==> config.mk <==
export PLATFORM = sky130hd
export DESIGN_NAME = branch_predict_unit
export DESIGN_NICKNAME = d
export VERILOG_FILES = /design/src/rtl/branch_pkg.sv /design/src/rtl/btb_table.sv /design/src/rtl/branch_predict_unit.sv
export SDC_FILE = /design/constraint.sdc
export NUM_CORES = 2
export LEC_CHECK = 0
export CORE_MARGIN = 2
export CORE_UTILIZATION = 63
export CTS_BUF_LIST = sky130_fd_sc_hd__clkbuf_8
export DETAILED_ROUTE_END_ITERATION = 10
export HOLD_SLACK_MARGIN = 0.06
export PLACE_DENSITY = 0.83
export SYNTH_ARGS = -nofsm -noshare
export SYNTH_HDL_FRONTEND = slang
export SYNTH_SLANG_ARGS = --single-unit
==> constraint.sdc <==
create_clock -name clk -period 50.5 [get_ports clk]
set_input_delay 10.1 -clock clk [delete_from_list [all_inputs] [get_ports clk]]
set_output_delay 10.1 -clock clk [all_outputs]
set_load 0.005 [all_outputs]
==> src/rtl/branch_pkg.sv <==
// Shared types for the branch predictor: direction counter encoding, BTB entry
// layout and the saturating counter step.
package branch_pkg;

  typedef enum logic [1:0] {
    SNT = 2'b00,
    WNT = 2'b01,
    WT  = 2'b10,
    ST  = 2'b11
  } ctr_t;

  // Tags are held zero-extended to a fixed width so the struct stays parameter-free.
  localparam int TAG_MAX_W = 32;

  typedef struct packed {
    logic                 valid;
    logic [TAG_MAX_W-1:0] tag;
    logic [31:0]          target;
    ctr_t                 ctr;
  } btb_entry_t;

  localparam btb_entry_t ENTRY_RESET = '{valid: 1'b0, tag: '0, target: '0, ctr: WNT};

  function automatic ctr_t ctr_next(ctr_t ctr, logic taken);
    ctr_t result;
    result = ctr;
    if (taken) begin
      if (ctr != ST) result = ctr_t'(ctr + 2'd1);
    end else begin
      if (ctr != SNT) result = ctr_t'(ctr - 2'd1);
    end
    return result;
  endfunction

endpackage

==> src/rtl/btb_table.sv <==
// BTB/direction-counter storage: two asynchronous read ports (fetch and EX),
// one synchronous write port, asynchronous reset to invalid/WNT.
module btb_table
  import branch_pkg::*;
#(
  parameter int DEPTH = 16,
  parameter int IDX_W = $clog2(DEPTH)
) (
  input  logic             clk,
  input  logic             reset,
  input  logic [IDX_W-1:0] rd_idx_a,
  output btb_entry_t       rd_entry_a,
  input  logic [IDX_W-1:0] rd_idx_b,
  output btb_entry_t       rd_entry_b,
  input  logic             wr_en,
  input  logic [IDX_W-1:0] wr_idx,
  input  btb_entry_t       wr_entry
);

  btb_entry_t entries [DEPTH];

  // Registers rather than block RAM: reads are combinational and reset clears every entry.
  generate
    for (genvar gi = 0; gi < DEPTH; gi++) begin : g_entry
      always_ff @(posedge clk or posedge reset) begin
        if (reset) begin
          entries[gi] <= ENTRY_RESET;
        end else if (wr_en && (wr_idx == IDX_W'(gi))) begin
          entries[gi] <= wr_entry;
        end
      end
    end
  endgenerate

  assign rd_entry_a = entries[rd_idx_a];
  assign rd_entry_b = entries[rd_idx_b];

endmodule

==> src/rtl/branch_predict_unit.sv <==
// Fetch-time BTB prediction plus EX-stage branch/jump resolution, misprediction
// redirect and saturating statistics.
module branch_predict_unit
  import branch_pkg::*;
#(
  parameter int PC_W      = 9,
  parameter int BTB_DEPTH = 16,
  parameter int IDX_W     = $clog2(BTB_DEPTH),
  parameter int STAT_W    = 16
) (
  input  logic              clk,
  input  logic              reset,
  input  logic [PC_W-1:0]   IF_PC,
  output logic              Pred_Taken,
  output logic [31:0]       Pred_Target,
  input  logic              Ex_Valid,
  input  logic [PC_W-1:0]   Ex_PC,
  input  logic [31:0]       Ex_Imm,
  input  logic              Ex_Branch,
  input  logic              Ex_JSel,
  input  logic              Ex_JalrSel,
  input  logic [31:0]       Ex_AluResult,
  input  logic              Ex_PredTaken,
  input  logic [31:0]       Ex_PredTarget,
  output logic [31:0]       PC_Four,
  output logic [31:0]       PC_Imm,
  output logic              Mispredict,
  output logic [31:0]       Redirect_PC,
  output logic [STAT_W-1:0] Br_Count,
  output logic [STAT_W-1:0] Miss_Count
);

  localparam int TAG_W = PC_W - IDX_W - 2;

  logic [IDX_W-1:0] if_idx, ex_idx;
  logic [TAG_W-1:0] if_tag, ex_tag;
  btb_entry_t       if_entry, ex_entry, wr_entry;
  logic             if_hit, ex_hit, wr_en;
  logic             resolving, act_taken;
  logic [31:0]      ex_pc32, act_target;
  logic             unused_bits;

  assign if_idx      = IF_PC[IDX_W+1:2];
  assign if_tag      = IF_PC[PC_W-1:IDX_W+2];
  assign ex_idx      = Ex_PC[IDX_W+1:2];
  assign ex_tag      = Ex_PC[PC_W-1:IDX_W+2];
  assign unused_bits = ^IF_PC[1:0];

  btb_table #(
    .DEPTH (BTB_DEPTH),
    .IDX_W (IDX_W)
  ) u_table (
    .clk        (clk),
    .reset      (reset),
    .rd_idx_a   (if_idx),
    .rd_entry_a (if_entry),
    .rd_idx_b   (ex_idx),
    .rd_entry_b (ex_entry),
    .wr_en      (wr_en),
    .wr_idx     (ex_idx),
    .wr_entry   (wr_entry)
  );

  assign if_hit      = if_entry.valid && (if_entry.tag == TAG_MAX_W'(if_tag));
  assign Pred_Taken  = if_hit && if_entry.ctr[1];
  assign Pred_Target = Pred_Taken ? if_entry.target : 32'd0;

  assign ex_pc32     = 32'(Ex_PC);
  assign PC_Four     = ex_pc32 + 32'd4;
  assign PC_Imm      = Ex_JalrSel ? Ex_AluResult : ex_pc32 + Ex_Imm;
  assign act_target  = PC_Imm;
  assign resolving   = Ex_Valid && (Ex_Branch || Ex_JSel);
  assign act_taken   = Ex_JSel || (Ex_Branch && Ex_AluResult[0]);
  assign Mispredict  = resolving && ((act_taken != Ex_PredTaken) ||
                                     (act_taken && (Ex_PredTarget != act_target)));
  assign Redirect_PC = !Mispredict ? 32'd0 : (act_taken ? act_target : PC_Four);

  assign ex_hit = ex_entry.valid && (ex_entry.tag == TAG_MAX_W'(ex_tag));

  // Not-taken misses leave the table alone so a cold branch cannot evict a useful entry.
  always_comb begin
    wr_en    = 1'b0;
    wr_entry = ex_entry;
    if (resolving) begin
      if (ex_hit) begin
        wr_en        = 1'b1;
        wr_entry.ctr = ctr_next(ex_entry.ctr, act_taken);
        if (act_taken) wr_entry.target = act_target;
      end else if (act_taken) begin
        wr_en    = 1'b1;
        wr_entry = '{valid: 1'b1, tag: TAG_MAX_W'(ex_tag), target: act_target,
                     ctr: (Ex_JSel ? ST : WT)};
      end
    end
  end

  always_ff @(posedge clk or posedge reset) begin
    if (reset) begin
      Br_Count   <= '0;
      Miss_Count <= '0;
    end else begin
      if (resolving && (Br_Count != '1)) Br_Count <= Br_Count + STAT_W'(1);
      if (Mispredict && (Miss_Count != '1)) Miss_Count <= Miss_Count + STAT_W'(1);
    end
  end

endmodule

==> flow_summary.toml <==
[power]
leakagePower_nw = 28.5
p_comb_share_pct = 18.3
swShare_pct = 27.6
internal-power_mw = 1.61
p_per_area_nw_per_um2 = 36.0
power.net_switching_uw = 613
vdd_ir_drop_max_mv = 0.0306
fin_total_pwr_mw = 2.22
seq_power_share_pct = 48.0
power_frac_clock_pct = 33.7

[finish]
syn2layout_area_growth_pct = 12.7
fin_area_sq_um = 61700
num-fill-cells = 5580
final_nets = 4523
drive_above_1_share_pct = 30.5

[clock_tree]
cts-resized-gates = 0
post_cts_buffers = 0
clk_pin_slew_ns = 0.06
clockBufferDepth = 3
numCtsBuffers = 171
cts_tree = "built"
clkSinkCount = 1104
clk_latency_ns = 0.85
cts_max_level = 4
cts_hold_buf = 0
clk_root_buffer_cell = "clkbuf_8"

[timing]
worst_pin_slew_ns = 1.19
fin_ws_ns = 23.66
final.setup.tns_ns = 0
rsz0062_at_grt = "false"
whs_ns = 0.487
min_period_ns = 26.84
finClkSkew_ns = 0.0358
slew_headroom_pct = 20.6
layout_worst_path_cycle_share_pct = 53.2
final-setup-viol-count = 0
fmax_mhz = 37.3
finalMaxSlewViolations = 0
hold_viol = 0

[synthesis]
synth.distinct_cells = 88
synth_common_cells = "dfrtp_1 (1088), mux2_2 (586), nor2b_1 (376), mux4_2 (361), nor2_1 (207)"
synth_edf_count = 0
synth.most_common_cell = "dfrtp_1"
synthFlopType = "dfrtp_1"
yosys-top-cells-area = "dfrtp_1 (50%), mux4_2 (15%), mux2_2 (12%)"
synth_area_per_cell_sq_um = 13.1
syn-cell-area_sq_um = 54700
yosysWarningCount = 0
ys_seq_area_share_pct = 50.5
yosysTopAreaCellShare_pct = 49.7
ys_seq_elements = 1104
netlist_instances = 4172
yosys.area.top_type = "dfrtp_1"
async_flop_share_pct = 100

[worst_setup_path]
cp_top_family = "simple AND/OR/NAND/NOR gates"
timing.critical_path.buf_inv = 2
ff2ff_path_depth = 11
worstSetupPathType = "input pin to output port"
crit_path_max_fanout = 18
crit_path_top_delay_cell = "nor4b_4"
crit_chain = "clkdlybuf4s50_1 -> ha_1 -> a21o_1 -> o21bai_1 -> a31oi_2 -> nor2_1 -> a211oi_2 -> xnor2_1 -> or4_4 -> nor4b_4 -> nand2b_1 -> a211oi_1 -> clkdlybuf4s50_1"
r2r_slack_ns = 45.13
required_ns = 40.40
path_depth = 13
max_stage_delay_ns = 0.96
startpoint_type = "input pin"
arrival_ns = 16.74
critPathMostFrequentCell = "clkdlybuf4s50_1"
cp-end-kind = "output port"

[routing]
drt_iter0_drc = 4286
vias = 38100
detail-route-antenna-nets = 0
post_drt_wl_per_cell_microns = 27.0
met3_length_mm = 16.7
wl_met2_mm = 70.0
drc_errors = 0
viasPerCell = 6.71
top_layer_used = "met5"
dr.pass1.iters = 6
routed_wl_mm = 153
wl_met1_mm = 60.0

[floorplan]
die_h_microns = 299
io_pins = 283
core_area_sq_um = 86500
rows = 108
die_area_sq_um = 89300
initial_utilization_pct = 63.3
die_w_microns = 299

[global_routing]
grt_max_degree = 177
antenna_found_initial = 7
grt_pass1_wl_mm = 235
grt.total_usage_pct = 34.8
grt_overflow = 0
grt_pass1_vias = 38900

[flow_run]
timing.max_cap.violations = 0

[placement]
finalWeightedCongestion = 0.956
portBuffers = 258
place_area_sq_um = 58200
dp_hpwl_mm = 94.8
post-place-ws_ns = 23.98

[hold_path]
hold_path_class = "flip-flop to flip-flop"
hold_depth = 1

[run_status]
status = "finished clean"
## layout make-up
class / count / area, sq um / share of cell area, %
clock inverters: 80 / 393 / 0.637
well taps: 1155 / 1450 / 2.34
diodes: 3 / 7.51 / 0.0122
flip-flops and latches: 1104 / 27600 / 44.8
clock buffers: 221 / 3040 / 4.93
multi-input cells: 2697 / 25600 / 41.5
repair buffers: 354 / 3340 / 5.42
inverters: 58 / 228 / 0.369
## metrics by stage
| step | instances | utilization [%] |
|---|---|---|
| finish | 5672 | 71.3 |
| global route | 5670 | 71.3 |
| CTS | 5669 | 71.3 |
| detailed placement | 5368 | 67.3 |
| global placement | 5368 | 67.3 |
| floorplan | 4193 | - |
## placed cells by master (no fill, tap or decap), drive strengths merged, types with 86 or more instances in the layout
master         instances
nor4                 103
nand2                138
mux4                 361
nor2                 213
nor2b                376
dfrtp               1088
buf                  104
inv                  109
clkdlybuf4s50        250
clkbuf               221
nor3                  86
mux2                 588
and2                 123
## sequential cells by signal (all words and copies together), names as in the netlist
signal and flops:
Br_Count 16, u_table.entries 1072, Miss_Count 16
## kinds of logic (layout without fill, tap and decap cells)
kind of cell / after synthesis / count (layout) / share of synthesized area, %
XOR/XNOR: 96 / 96 / 1.56
adder cells (fa/ha/maj): 16 / 16 / 0.379
buffers and inverters: 392 / 713 / 3.11
AND/OR/NAND/NOR: 1280 / 1280 / 13.2
multiplexers: 968 / 968 / 27.3
other: 1 / 25 / 0.00685
AO/OA/AOI/OAI: 315 / 315 / 3.95
flip-flops: 1104 / 1104 / 50.5
## layer usage
layer  track usage [%]  up-vias
met5                 0        -
met4              14.9        8
met3              10.3      420
met2              52.3     2178
met1              47.8    19700
li1                  -    15700
## power groups by stage
stage | sequential (mW) | combinational [mW] | clock [mW]
2_1_floorplan | 1.05 | 0.291 | 0
3_3_place_gp | 1.07 | 0.389 | 0
3_5_place_dp | 1.08 | 0.401 | 0
4_1_cts | 1.06 | 0.405 | 0.756
5_1_grt | 1.08 | 0.435 | 0.797
6_report | 1.07 | 0.407 | 0.749
## path summary, 6_finish.rpt
check                                      from              endpoint
setup reg to reg           u_table.entries[240]  u_table.entries[413]
hold reg to reg            u_table.entries[844]  u_table.entries[844]
hold / removal             u_table.entries[844]  u_table.entries[844]
setup / recovery                       Ex_PC[8]        Redirect_PC[7]
max in group asynchronous                 reset  u_table.entries[607]
min in group asynchronous                 reset  u_table.entries[240]
(Power assumes the default switching activity.)
